`src/rtl/trap_pkg.sv`:
```
// Shared types and constants for the machine-mode trap controller.
package trap_pkg;

   typedef enum logic [1:0] {
      IDLE,
      FLUSH,
      HANDLER
   } trap_state_e;

   localparam int unsigned CAUSE_MSI        = 3;
   localparam int unsigned CAUSE_MTI        = 7;
   localparam int unsigned CAUSE_MEI        = 11;
   localparam int unsigned CAUSE_LOCAL_BASE = 16;
   localparam int unsigned MAX_XLEN         = 64;
   localparam int unsigned CNT_W            = 2;

   // Interrupt mcause: top bit of an xlen-wide word set, code in the low bits.
   function automatic logic [MAX_XLEN-1:0] intr_mcause(input int unsigned xlen,
                                                       input logic [7:0]  code);
      logic [MAX_XLEN-1:0] c;
      c = MAX_XLEN'(code);
      c = c | (MAX_XLEN'(1) << (xlen - 1));
      return c;
   endfunction

endpackage

```
`src/rtl/trap_ctrl_if.sv`:
```
// CSR/pipeline-facing bundle of the trap controller.
interface trap_ctrl_if #(
   parameter int unsigned XLEN  = 32,
   parameter int unsigned EXC_W = 5
);
   logic [XLEN-1:0]  mie;
   logic [XLEN-1:0]  mip;
   logic [XLEN-1:0]  mstatus;
   logic             exc_valid;
   logic [EXC_W-1:0] exc_code;
   logic             mret_commit;
   logic             trap_flush;
   logic             intr_happen;
   logic             ex_happen;
   logic [XLEN-1:0]  trap_cause;
   logic             trap_active;
   logic             trap_fin;

   modport master (
      output mie, mip, mstatus, exc_valid, exc_code, mret_commit,
      input  trap_flush, intr_happen, ex_happen, trap_cause, trap_active, trap_fin
   );

   modport slave (
      input  mie, mip, mstatus, exc_valid, exc_code, mret_commit,
      output trap_flush, intr_happen, ex_happen, trap_cause, trap_active, trap_fin
   );
endinterface

```
`src/rtl/trap_prio_enc.sv`:
```
// Fixed-priority interrupt encoder: MEI > MSI > MTI > local[0] > ... > local[N-1].
module trap_prio_enc
   import trap_pkg::*;
#(
   parameter int unsigned XLEN      = 32,
   parameter int unsigned NUM_LOCAL = 16,
   parameter int unsigned CODE_W    = $clog2(XLEN)
) (
   input  logic [XLEN-1:0]   pend,
   output logic              any_valid,
   output logic [CODE_W-1:0] code
);

   logic [XLEN-1:0] shifted;

   // Walk locals from highest to lowest so the lowest index overrides; standard
   // sources are applied last in ascending priority so MEI wins overall.
   always_comb begin
      any_valid = 1'b0;
      code      = '0;
      shifted   = '0;
      for (int unsigned i = NUM_LOCAL; i > 0; i--) begin
         shifted = pend >> (CAUSE_LOCAL_BASE + i - 1);
         if (shifted[0]) begin
            any_valid = 1'b1;
            code      = CODE_W'(CAUSE_LOCAL_BASE + i - 1);
         end
      end
      if (pend[CAUSE_MTI]) begin
         any_valid = 1'b1;
         code      = CODE_W'(CAUSE_MTI);
      end
      if (pend[CAUSE_MSI]) begin
         any_valid = 1'b1;
         code      = CODE_W'(CAUSE_MSI);
      end
      if (pend[CAUSE_MEI]) begin
         any_valid = 1'b1;
         code      = CODE_W'(CAUSE_MEI);
      end
   end

endmodule

```
`src/rtl/trap_ctrl.sv`:
```
// Machine-mode trap controller: arbitrates interrupts/exceptions, pulses a
// pipeline flush with mcause, then tracks the handler until mret commits.
module trap_ctrl
   import trap_pkg::*;
#(
   parameter int unsigned XLEN      = 32,
   parameter int unsigned NUM_LOCAL = 16,
   parameter int unsigned EXC_W     = 5,
   parameter int unsigned COOLDOWN  = 1
) (
   input  logic        clk,
   input  logic        resetn,
   trap_ctrl_if.slave  bus
);

   localparam int unsigned CODE_W = $clog2(XLEN);

   localparam logic [XLEN-1:0] STD_MASK =
      (XLEN'(1) << CAUSE_MEI) | (XLEN'(1) << CAUSE_MSI) | (XLEN'(1) << CAUSE_MTI);
   localparam logic [XLEN-1:0] LOCAL_MASK =
      ((XLEN'(1) << NUM_LOCAL) - XLEN'(1)) << CAUSE_LOCAL_BASE;
   localparam logic [XLEN-1:0] IRQ_MASK = STD_MASK | LOCAL_MASK;

   trap_state_e       state_q, state_d;
   logic [CNT_W-1:0]  cnt_q, cnt_d;
   logic              flush_q, flush_d;
   logic              intr_q, intr_d;
   logic              ex_q, ex_d;
   logic              active_q, active_d;
   logic [XLEN-1:0]   cause_q, cause_d;

   logic [XLEN-1:0]   pend;
   logic              irq_any;
   logic [CODE_W-1:0] irq_code;
   logic              unused_mstatus;

   assign pend           = bus.mip & bus.mie & IRQ_MASK & {XLEN{bus.mstatus[3]}};
   assign unused_mstatus = ^{bus.mstatus[XLEN-1:4], bus.mstatus[2:0]};

   trap_prio_enc #(
      .XLEN      (XLEN),
      .NUM_LOCAL (NUM_LOCAL),
      .CODE_W    (CODE_W)
   ) u_prio (
      .pend      (pend),
      .any_valid (irq_any),
      .code      (irq_code)
   );

   always_comb begin
      state_d = state_q;
      cnt_d   = cnt_q;
      cause_d = cause_q;
      intr_d  = 1'b0;
      ex_d    = 1'b0;
      case (state_q)
         IDLE: begin
            if (cnt_q != '0) cnt_d = cnt_q - 1'b1;
            // Cooldown gates interrupts only; exceptions are always accepted.
            if (bus.exc_valid) begin
               state_d = FLUSH;
               ex_d    = 1'b1;
               cause_d = XLEN'(bus.exc_code);
            end else if (irq_any && (cnt_q == '0)) begin
               state_d = FLUSH;
               intr_d  = 1'b1;
               cause_d = XLEN'(intr_mcause(XLEN, 8'(irq_code)));
            end
         end
         FLUSH: state_d = HANDLER;
         HANDLER: begin
            if (bus.exc_valid) begin
               state_d = FLUSH;
               ex_d    = 1'b1;
               cause_d = XLEN'(bus.exc_code);
            end else if (bus.mret_commit) begin
               state_d = IDLE;
               cnt_d   = CNT_W'(COOLDOWN);
            end
         end
         default: state_d = IDLE;
      endcase
      flush_d  = (state_d == FLUSH);
      active_d = (state_d == HANDLER);
   end

   always_ff @(posedge clk or negedge resetn) begin
      if (!resetn) begin
         state_q  <= IDLE;
         cnt_q    <= '0;
         flush_q  <= 1'b0;
         intr_q   <= 1'b0;
         ex_q     <= 1'b0;
         active_q <= 1'b0;
         cause_q  <= '0;
      end else begin
         state_q  <= state_d;
         cnt_q    <= cnt_d;
         flush_q  <= flush_d;
         intr_q   <= intr_d;
         ex_q     <= ex_d;
         active_q <= active_d;
         cause_q  <= cause_d;
      end
   end

   assign bus.trap_flush  = flush_q;
   assign bus.intr_happen = intr_q;
   assign bus.ex_happen   = ex_q;
   assign bus.trap_cause  = cause_q;
   assign bus.trap_active = active_q;
   assign bus.trap_fin    = bus.mret_commit;

endmodule

```
`src/flat_wrapper.sv`:
```
// flat-port wrapper written by rule: the top's interface ports become plain ports
module trap_ctrl_flat import trap_pkg::*;
#(
   parameter int unsigned XLEN      = 32,
   parameter int unsigned NUM_LOCAL = 16,
   parameter int unsigned EXC_W     = 5,
   parameter int unsigned COOLDOWN  = 1
)
  (clk, resetn, bus_mie, bus_mip, bus_mstatus, bus_exc_valid, bus_exc_code, bus_mret_commit, bus_trap_flush, bus_intr_happen, bus_ex_happen, bus_trap_cause, bus_trap_active, bus_trap_fin);
  trap_ctrl_if #(.XLEN(XLEN), .EXC_W(EXC_W)) bus_i ();
  input  logic clk;
  input  logic resetn;
  input wire logic [$bits(bus_i.mie)-1:0] bus_mie;
  input wire logic [$bits(bus_i.mip)-1:0] bus_mip;
  input wire logic [$bits(bus_i.mstatus)-1:0] bus_mstatus;
  input wire logic [$bits(bus_i.exc_valid)-1:0] bus_exc_valid;
  input wire logic [$bits(bus_i.exc_code)-1:0] bus_exc_code;
  input wire logic [$bits(bus_i.mret_commit)-1:0] bus_mret_commit;
  output wire logic [$bits(bus_i.trap_flush)-1:0] bus_trap_flush;
  output wire logic [$bits(bus_i.intr_happen)-1:0] bus_intr_happen;
  output wire logic [$bits(bus_i.ex_happen)-1:0] bus_ex_happen;
  output wire logic [$bits(bus_i.trap_cause)-1:0] bus_trap_cause;
  output wire logic [$bits(bus_i.trap_active)-1:0] bus_trap_active;
  output wire logic [$bits(bus_i.trap_fin)-1:0] bus_trap_fin;
  assign bus_i.mie = bus_mie;
  assign bus_i.mip = bus_mip;
  assign bus_i.mstatus = bus_mstatus;
  assign bus_i.exc_valid = bus_exc_valid;
  assign bus_i.exc_code = bus_exc_code;
  assign bus_i.mret_commit = bus_mret_commit;
  assign bus_trap_flush = bus_i.trap_flush;
  assign bus_intr_happen = bus_i.intr_happen;
  assign bus_ex_happen = bus_i.ex_happen;
  assign bus_trap_cause = bus_i.trap_cause;
  assign bus_trap_active = bus_i.trap_active;
  assign bus_trap_fin = bus_i.trap_fin;
  trap_ctrl #(.XLEN(XLEN), .NUM_LOCAL(NUM_LOCAL), .EXC_W(EXC_W), .COOLDOWN(COOLDOWN)) u_core (.clk(clk), .resetn(resetn), .bus(bus_i));
endmodule
```
`config.mk`:
```
export PLATFORM = sky130hd
export DESIGN_NAME = trap_ctrl_flat
export DESIGN_NICKNAME = d
export VERILOG_FILES = /design/src/rtl/trap_pkg.sv /design/src/rtl/trap_ctrl_if.sv /design/src/rtl/trap_prio_enc.sv /design/src/rtl/trap_ctrl.sv /design/src/flat_wrapper.sv
export SDC_FILE = /design/constraint.sdc
export NUM_CORES = 1
export LEC_CHECK = 0
export CORE_ASPECT_RATIO = 0.5
export CORE_MARGIN = 2
export CORE_UTILIZATION = 27
export DETAILED_ROUTE_END_ITERATION = 6
export GPL_ROUTABILITY_DRIVEN = 0
export PLACE_DENSITY_LB_ADDON = 0.08
export SYNTH_ARGS = -nofsm -noshare
export SYNTH_HDL_FRONTEND = slang
export SYNTH_SLANG_ARGS = --single-unit
```
`constraint.sdc`:
```
create_clock -name clk -period 2.1 [get_ports clk]
set_input_delay 0.42 -clock clk [delete_from_list [all_inputs] [get_ports clk]]
set_output_delay 0.42 -clock clk [all_outputs]
set_load 0.02 [all_outputs]
```
# == After elaboration in Yosys (flattened, before gate mapping) ==
# Index checks and enable logic that the tools add are counted.
# op_classes
mul,0
eq_ne,9
div,0
n_reduce_logical,8
bitwise_logic,2
n_lt_le_gt_ge,0
n_addsub,1
shift,0
n_mux,56
# op_table
cell,count
$mux 32,3
$mux 5,19
$and 32x32->32,2
$pmux 32 s2,1
$mux 1,24
$mux 2,7
$ne 2x2->1 const B,3
$pmux 2 s3,1
$eq 2x1->1 const B,2
$eq 2x2->1 const B,2
$logic_not 2->1,2
$pmux 2 s2,1
$reduce_and 4->1,1
$reduce_bool 2->1,2
$ne 3x2->1 const B,1
$reduce_and 3->1,1
$ne 2x1->1 const B,1
$reduce_or 2->1,1
$sub 2x1->2 const B,1
$logic_and 1x1->1,1
# totals
output_inout_bits,37
mem_bits_rw,0
input_bits,105
latch_bits,0
regBits,40
n_memories,0
rom_bits,0
elab_cells,83

# == Depth between registers and ports, before layout ==
# Gate-level depths: netlist of the first run.
# logic_depth
word_depth,26
depth_mapped,7
depth_no_buf,7

# == Modules after synthesis ==
# A second synthesis of the first run with hierarchy kept.
# hier_totals
cells_unflattened,139
hier_area_um2,1141.1
# modules_own_cells
module,cells_each,seq_area_each_um2,area_per_inst_um2,instances
trap_ctrl,101,350.3,933.4,1
trap_prio_enc,38,0.0,207.7,1

# == Worst setup path before layout of the first run ==
# No wires, ideal clock.
# synth_timing
path_type,in2reg
from,in bus_mip[23]
to,reg u_core.cause_q[3] (netlist: u_core.bus.trap_cause[3])
stages,6
path_buffers,0
path_slack_ns,0.081
setup_time_ns,0.125
t_arrival_ns,1.894
t_required_ns,1.975
path_cell_list,a22o_1 > o41a_1 > o31a_4 > nor2_8 > inv_4 > mux2_4
# synth_via
elab_chain_len,16
word_cells_on_any_way,30
classes_between,eq/ne: 1; mux: 25; bitwise: 2; reduce/logical: 2
# synth_lines
element,line,source
start: declaration,flat_wrapper.sv:14,input wire logic [$bits(bus_i.mip)-1:0] bus_mip;
$and 32x32->32 (*) (2 in series),trap_ctrl.sv:37,assign pend = bus.mip & bus.mie & IRQ_MASK & {XLEN{bus.mstatus[3]}};
$mux 5 / $mux 1 (equally long branches) (8 in series),trap_prio_enc.sv:24,if (shifted[0]) begin
$mux 5 / $mux 1 (equally long branches),trap_prio_enc.sv:29,if (pend[CAUSE_MTI]) begin
$mux 5 / $mux 1 (equally long branches),trap_prio_enc.sv:33,if (pend[CAUSE_MSI]) begin
$mux 5 / $mux 1 (equally long branches),trap_prio_enc.sv:37,if (pend[CAUSE_MEI]) begin
$mux 32 / $logic_and 1x1->1 (equally long branches),trap_ctrl.sv:64,end else if (irq_any && (cnt_q == '0)) begin
$mux 32 / $ne 3x2->1 (equally long branches),n/a,
$pmux 32 s2 / $reduce_and 3->1 (equally long branches),n/a,
end signal: assignment,trap_ctrl.sv:103,cause_q <= cause_d;
end: declaration,trap_ctrl.sv:30,"logic [XLEN-1:0] cause_q, cause_d;"
# Every way passes the cells marked *; elsewhere a longest branch is shown, timed or not. The select of a mux whose other input is x is not followed.
# A chain may end at the register's enable or synchronous reset.

# == Worst setup path after layout of the first run ==
# layout_timing
from,in bus_mip[3]
to,reg u_core.cause_q[4] (netlist: u_core.bus.trap_cause[4])
# layout_via
elab_chain_len,7
word_cells_on_any_way,12
classes_between,eq/ne: 1; mux: 7; bitwise: 2; reduce/logical: 2
# layout_lines
element,line
$and 32x32->32 (*) (2 in series),trap_ctrl.sv:37
$mux 5 / $mux 1 (equally long branches),trap_prio_enc.sv:33
$mux 5 / $mux 1 (equally long branches),trap_prio_enc.sv:37
$mux 32 / $logic_and 1x1->1 (equally long branches),trap_ctrl.sv:64
$mux 32 / $ne 3x2->1 (equally long branches),n/a
$pmux 32 s2 / $reduce_and 3->1 (equally long branches),n/a
# Marked as above.

==> qor.txt, run 1 <==
Status -> completed
Worst r2r src -> u_core.cnt_q[0]$_DFFE_PN0P_
Final period util -> 96.7%
Drt first pass iters -> 4
Longest Clk Path Bufs -> 2
Synth Flop Type -> dfrtp_1
Pin count of the biggest net entering global routing -> 15
Most common cell after layout, fill and taps aside -> clkdlybuf4s50_1
CP endpoint kind -> flip-flop
Combinational power share -> 60.0%
Clk pwr share -> 12.4%
Vias in the first global route -> 1211
Worst setup path end -> u_core.bus.trap_cause[4]$_DFFE_PN0P_
Nets -> 341
Pwr dens -> 817 mW/mm^2
Peak supply drop -> 0.000321 V
Synth Area in Compound Gates -> 30.9%
Worst-path clk slew -> 0.06 ns
Sw Share -> 38.0%
Post-Synth Simple-Gate Area -> 15.9%
Clock root buffer -> clkbuf_8
Flop-to-flop setup slack -> 0.11 ns
DR vias -> 1350
Max_cap viols -> 0
FILL cells -> 445
Die area -> 0.00505 mm^2
N_diodes -> 0
Largest family of logic cells by synthesized area -> compound AO/OA/AOI/OAI gates
Slew @ Worst Pin -> 0.633 ns
Area delta synth->final -> 73.7%
Yosys warnings -> 0
Endpoints failing setup -> 0
Critical path class -> input pin to flip-flop
WL/cell -> 11.4 um
Synth top area share -> 29.1%
First-pass GRT wire length -> 5380 um
HP Class -> flip-flop to flip-flop
Hold Vio Cnt, Final -> 0
Final HPWL DP -> 2820 um
Aggregate global-route resource usage -> 12.9%
Width of the chip -> 98.5 um
Synth top area cells -> dfrtp_1, buf_4, a22oi_1, a22o_1, nand2_1
Worst Reg-to-Reg Cells -> 9
Initial core utilization -> 27.8%
Placed cell area -> 0.00198 mm^2
Antenna Violating Nets Remaining -> 0
Worst-path maximum fanout -> 3
IO buf count -> 58
Crit start category -> input pin
Starting DRT DRC Count -> 43
Share of layout cells above drive strength 1 -> 25.3%
Final WL -> 3300 um
Register share of total power -> 27.6%
Initial antenna violation count -> 0
Worst Skew -> 0.00354 ns
Multiplexer share of the synthesized area -> 2.49%
Worst R2R End -> u_core.bus.trap_cause[1]$_DFFE_PN0P_
Fin crit period -> 2.03 ns
Post-synth ARST share -> 100%
Core area -> 0.00434 mm^2
Congestion Overflow GR -> 0
Psw -> 0.649 mW
Max transition margin -> 57.6%
CP required -> 2.23 ns
Worst Setup SP -> bus_mip[3]
Boundary Pins -> 142
Commonest cells after routing, fill and taps aside -> clkdlybuf4s50_1, buf_4, conb_1
Synthesized flop and latch total -> 14
Yosys top cell by area -> dfrtp_1
Design area -> 0.00209 mm^2
Netlist cell types -> 41
Vias per cell -> 4.66
Clk sinks -> 14
CTS tree -> yes
Internal -> 1.06 mW
Mapped Area -> 0.00120 mm^2
H-tree lvl count -> 1
Sequential fraction of the synthesis area -> 29.1%
Data arrival time of the worst path -> 2.16 ns
DIE HEIGHT -> 51.2 um
Worst hold margin -> 0.499 ns
DRC Markers -> 0
Post-Synth XOR/XNOR Area -> 0%
Total CTS buffers -> 3
Fin. max-slew vios -> 0
Post-Synth Adder-Cell Area -> 1.04%
Number of synthesized flops with an enable pin -> 0
Post-Synthesis Cells -> 141
F_max -> 492 MHz
Avg Cell Area, Syn -> 8.55 um^2
Std-Cell Rows -> 17
P_leak -> 0.980 nW
Skew-Pair Late Insertion Delay -> 0.24 ns
final cells by class:
type | instances | area [um^2] | area share (%)
clock buffer | 3 | 41.3 | 1.97
timing repair buffer | 93 | 831 | 39.7
tap | 57 | 71.3 | 3.41
sequential | 14 | 350 | 16.7
inverter | 8 | 32.5 | 1.55
multi-input combinational | 115 | 767 | 36.6
critical path, stage by stage:
cell and delay (ns):
clkdlybuf4s50_1 0.41, a22o_2 0.27, a21o_2 0.24, o31a_4 0.38
nor2_8 0.10, inv_4 0.05, mux2_4 0.28
through the flow:
stage / total power, mW / cells / util (%) / setup TNS, ns / worst slack [ns]
floorplan: 1.01 / 166 / - / 0 / 0.0812
global placement: 1.42 / 284 / 45.6 / -2.43 / -0.383
detailed placement: 1.44 / 284 / 45.6 / -2.56 / -0.401
CTS: 1.67 / 290 / 47.0 / 0 / 0.00170
global route: 1.84 / 290 / 48.2 / -0.0395 / -0.0370
finish: 1.71 / 290 / 48.2 / 0 / 0.0685
metal layers:
metal / track usage (%) / wire, um / vias up
met1: 17.9 / 1560 / 641
met3: 1.09 / 215 / 2
met2: 22.1 / 1510 / 53
met5: 0 / 0 / -
met4: 3.42 / 15 / 0
li1: - / - / 654
cell usage after synthesis (2+ instances only):
master	count
nor3_1	4
inv_1	7
buf_4	27
dfrtp_1	14
a211oi_1	2
nand2b_1	3
a21oi_1	5
nor2_1	10
a22o_1	5
o22ai_1	2
a31oi_1	3
o31ai_1	2
nand2_1	10
o211ai_1	2
mux2_4	2
nand3_1	6
a22o_2	3
a22oi_1	6
o21ai_0	5
o41ai_1	2
state kept, by name (all words and copies together) (netlist names):
signal and cells:
u_core.bus.intr_happen 1, u_core.bus.trap_active 1, u_core.bus.trap_flush 1, u_core.state_q 2
u_core.bus.ex_happen 1, u_core.bus.trap_cause 6, u_core.cnt_q 2
power by group through the flow:
| stage | combinational, mW | sequential, mW | clock, mW |
|---|---|---|---|
| 3_3_place_gp | 0.958 | 0.467 | 0 |
| 5_1_grt | 1.12 | 0.490 | 0.229 |
| 6_report | 1.03 | 0.472 | 0.212 |
| 3_5_place_dp | 0.969 | 0.469 | 0 |
| 4_1_cts | 0.990 | 0.464 | 0.219 |
| 2_1_floorplan | 0.467 | 0.541 | 0 |
what timing repair did:
action	CTS	global route
resized for setup	20	11
setup endpoints to repair	5	5
pin swaps	7	2
endpoints found under the hold margin	0	0
setup buffers	3	0
hold buffers	0	0
how the worst min path moves through the flow:
stage                                           from                               endpoint  slack [ns]  cells past startpoint
2_1_floorplan                                 resetn         u_core.bus.ex_happen$_DFF_PN0_        0.12                      0
3_3_place_gp   u_core.bus.trap_cause[31]$_DFFE_PN0P_  u_core.bus.trap_cause[31]$_DFFE_PN0P_        0.48                      2
3_5_place_dp   u_core.bus.trap_cause[31]$_DFFE_PN0P_  u_core.bus.trap_cause[31]$_DFFE_PN0P_        0.49                      2
4_1_cts        u_core.bus.trap_cause[31]$_DFFE_PN0P_  u_core.bus.trap_cause[31]$_DFFE_PN0P_        0.50                      2
5_1_grt         u_core.bus.trap_cause[3]$_DFFE_PN0P_   u_core.bus.trap_cause[3]$_DFFE_PN0P_        0.53                      1
6_report       u_core.bus.trap_cause[31]$_DFFE_PN0P_  u_core.bus.trap_cause[31]$_DFFE_PN0P_        0.50                      2
cells by family (layout without fill, tap and decap cells):
group           Yosys count  count (layout)
compound gates           48              48
simple gates             38              38
buf+inv                  37             104
flops                    14              14
mux                       2               2
fa+ha+maj                 1               1
other cells               1              26
Power figures use the tool's default switching activity.
==> run 2: changes to the inputs <==
--- a/config.mk
+++ b/config.mk
@@ -10,6 +10,7 @@
 export CORE_UTILIZATION = 27
 export DETAILED_ROUTE_END_ITERATION = 6
 export GPL_ROUTABILITY_DRIVEN = 0
+export HOLD_SLACK_MARGIN = 0.02
 export PLACE_DENSITY_LB_ADDON = 0.08
 export SYNTH_ARGS = -nofsm -noshare
 export SYNTH_HDL_FRONTEND = slang
==> results of run 2 <==
Same layout as run 1: the final DEF is identical, and so are final timing and power.
==> run 3: changes to the inputs <==
--- a/config.mk
+++ b/config.mk
@@ -6,12 +6,13 @@
 export NUM_CORES = 1
 export LEC_CHECK = 0
 export CORE_ASPECT_RATIO = 0.5
-export CORE_MARGIN = 2
+export CORE_MARGIN = 3
 export CORE_UTILIZATION = 27
 export DETAILED_ROUTE_END_ITERATION = 6
 export GPL_ROUTABILITY_DRIVEN = 0
 export HOLD_SLACK_MARGIN = 0.02
 export PLACE_DENSITY_LB_ADDON = 0.08
+export RECOVER_POWER = 100
 export SYNTH_ARGS = -nofsm -noshare
 export SYNTH_HDL_FRONTEND = slang
 export SYNTH_SLANG_ARGS = --single-unit
==> run 3 against run 2 <==
Worst setup slack got worse by 0.0066 ns. Final area fell by 2.6%. Sequential share of layout area is 0.44 points higher. Die area increased by 6.0%. Hold slack got worse by 0.0060 ns. Non-clock buffer count decreased by 4. Largest cell class unchanged.
==> qor.txt, run 3 (same netlist as run 1, synthesis figures left out) <==
H-tree lvl count -> 1 (unchanged)
Congestion Overflow GR -> 0 (unchanged)
Starting DRT DRC Count -> 25 (was 43)
Max_cap viols -> 0 (unchanged)
Antenna Violating Nets Remaining -> 0 (unchanged)
Boundary Pins -> 142 (unchanged)
Clock root buffer -> clkbuf_8 (unchanged)
Most common cell after layout, fill and taps aside -> clkdlybuf4s50_1 (unchanged)
DR vias -> 1281 (was 1350)
Hold buffers post-CTS -> 0 (unchanged)
RSZ-0062 raised after global routing -> no
Share of layout cells above drive strength 1 -> 21.8% (was 25.3%)
IO buf count -> 58 (unchanged)
Pwr dens -> 803 mW/mm^2 (was 817 mW/mm^2)
WL/cell -> 11.8 um (was 11.4 um)
Std-Cell Rows -> 16 (was 17)
Max transition margin -> 57.2% (was 57.6%)
CP required -> 2.22 ns (was 2.23 ns)
Max reg flops -> 6 (unchanged)
Core area -> 0.00408 mm^2 (was 0.00434 mm^2)
Placed cell area -> 0.00195 mm^2 (was 0.00198 mm^2)
Status -> completed (unchanged)
P_leak -> 0.964 nW (was 0.980 nW)
Final period util -> 97.0% (was 96.7%)
Fin. max-slew vios -> 0 (unchanged)
Nets -> 337 (was 341)
Peak supply drop -> 0.000284 V (was 0.000321 V)
Pin count of the biggest net entering global routing -> 15 (unchanged)
DIE HEIGHT -> 53.2 um (was 51.2 um)
Width of the chip -> 100 um (was 98.5 um)
Commonest cells after routing, fill and taps aside -> clkdlybuf4s50_1, conb_1, buf_4 (was clkdlybuf4s50_1, buf_4, conb_1)
Internal -> 1.01 mW (was 1.06 mW)
First-pass GRT wire length -> 5110 um (was 5380 um)
CTS tree -> yes (unchanged)
DRC Markers -> 0 (unchanged)
FILL cells -> 411 (was 445)
F_max -> 491 MHz (was 492 MHz)
Area delta synth->final -> 69.3% (was 73.7%)
Design area -> 0.00204 mm^2 (was 0.00209 mm^2)
Largest stage delay on the critical path -> 0.42 ns (was 0.41 ns)
Delay-heaviest family, CP -> compound AO/OA/AOI/OAI gates (unchanged)
Worst-path clk slew -> 0.05 ns (was 0.06 ns)
Data arrival time of the worst path -> 2.15 ns (was 2.16 ns)
Aggregate global-route resource usage -> 12.1% (was 12.9%)
Sequential Area -> 350 um^2 (unchanged)
Hold Vio Cnt, Final -> 0 (unchanged)
Clk pwr share -> 12.8% (was 12.4%)
Final Core Density -> 49.9% (was 48.2%)
CP endpoint kind -> flip-flop (unchanged)
Drt first pass iters -> 4 (unchanged)
Area of the multi-input gates -> 764 um^2 (was 767 um^2)
Clk sinks -> 14 (unchanged)
CP max stage cell -> clkdlybuf4s50_1 (unchanged)
Endpoints failing setup -> 0 (unchanged)
Vias in the first global route -> 1189 (was 1211)
HP Class -> flip-flop to flip-flop (unchanged)
Combinational power share -> 59.1% (was 60.0%)
Initial antenna violation count -> 0 (unchanged)
Skew-Pair Late Insertion Delay -> 0.24 ns (about the same)
Slew @ Worst Pin -> 0.641 ns (was 0.633 ns)
Critical path class -> input pin to flip-flop (unchanged)
Crit start category -> input pin (unchanged)
N_diodes -> 0 (unchanged)
Worst-path maximum fanout -> 3 (unchanged)
Final HPWL DP -> 2940 um (was 2820 um)
Longest Clk Path Bufs -> 2 (unchanged)
Total CTS buffers -> 3 (unchanged)
Psw -> 0.631 mW (was 0.649 mW)
Vias per cell -> 4.53 (was 4.66)
Buf/Inv on CP -> 3 (was 2)
Sw Share -> 38.5% (was 38.0%)
Worst path cell trace -> clkdlybuf4s50_1 -> a22o_2 -> a21o_2 -> o31a_4 -> nor2_8 -> buf_4 -> clkbuf_2 -> o41ai_4 (was clkdlybuf4s50_1 -> a22o_2 -> a21o_2 -> o31a_4 -> nor2_8 -> inv_4 -> mux2_4)
Fin crit period -> 2.04 ns (was 2.03 ns)
Worst Skew -> 0.00156 ns (was 0.00354 ns)
Die area -> 0.00535 mm^2 (was 0.00505 mm^2)
Final WL -> 3330 um (was 3300 um)
Register share of total power -> 28.0% (was 27.6%)
Initial core utilization -> 29.5% (was 27.8%)
-- run 3: cell count changes in the layout (fill, tap and decap cells not counted), moves of 3 or more --
cell and delta:
clkdlybuf4s50_1 -13, buf_4 -8, clkbuf_1 +3, dlygate4sd3_1 +13
-- run 3: area by class of cell --
cell class	instances	area share, %
repair buffers	89	38.5
multi-input cells	115	37.5
flip-flops and latches	14	17.2
well taps	54	3.31
clock buffers	3	2.02
inverters	8	1.47
-- run 3: tightest hold or removal path, cell delays in order (launching register included) --
cell and delay (ns):
dfrtp_1 0.34, nor2_1 0.05, nor2_1 0.07
-- run 3: power by group through the flow --
stage | clock [mW] | sequential (mW) | combinational [mW]
2_1_floorplan | 0 | 0.541 | 0.467
6_report | 0.210 | 0.459 | 0.969
3_3_place_gp | 0 | 0.466 | 0.953
5_1_grt | 0.231 | 0.478 | 1.06
3_5_place_dp | 0 | 0.468 | 0.964
4_1_cts | 0.219 | 0.464 | 0.985
-- run 3: path summary, 6_finish.rpt --
check / startpoint / slack (ns) / to / cells past startpoint
setup / recovery: bus_mip[3] / 0.06 / u_core.bus.trap_cause[1]$_DFFE_PN0P_ / 8
min in group asynchronous: resetn / 0.64 / u_core.bus.ex_happen$_DFF_PN0_ / 1
setup reg to reg: u_core.cnt_q[0]$_DFFE_PN0P_ / 0.15 / u_core.bus.trap_cause[1]$_DFFE_PN0P_ / 9
hold / removal: u_core.bus.trap_cause[31]$_DFFE_PN0P_ / 0.49 / u_core.bus.trap_cause[31]$_DFFE_PN0P_ / 2
max in group asynchronous: resetn / 1.04 / u_core.bus.trap_cause[3]$_DFFE_PN0P_ / 1
hold reg to reg: u_core.bus.trap_cause[31]$_DFFE_PN0P_ / 0.49 / u_core.bus.trap_cause[31]$_DFFE_PN0P_ / 2
-- run 3: through the flow --
stage	TNS (ns)	hold slack, ns	setup slack, ns	cells	power (mW)
after floorplan	0	0.124	0.0812	166	1.01
after global placement	-2.34	0.483	-0.373	277	1.42
final	0	0.493	0.0620	283	1.64
after global routing	0	0.539	0.0104	283	1.77
after detailed placement	-2.46	0.489	-0.382	277	1.43
after CTS	0	0.502	0.00239	283	1.67
-- run 3: per-layer routing --
layer / routed length (um) / track usage [%] / vias up / part of all wire, %
met5: 0 / 0 / - / 0
met4: 23 / 4.03 / 0 / 0.69
met3: 249 / 1.32 / 3 / 7.5
met2: 1500 / 20.5 / 59 / 45
met1: 1550 / 16.3 / 568 / 47
li1: - / - / 651 / -
-- run 3: what timing repair did --
item,CTS,global route
setup buffers,3,0
pin swaps,7,3
setup endpoints to repair,5,5
gates cloned,0,0
endpoints found under the hold margin,0,0
resized for setup,19,9
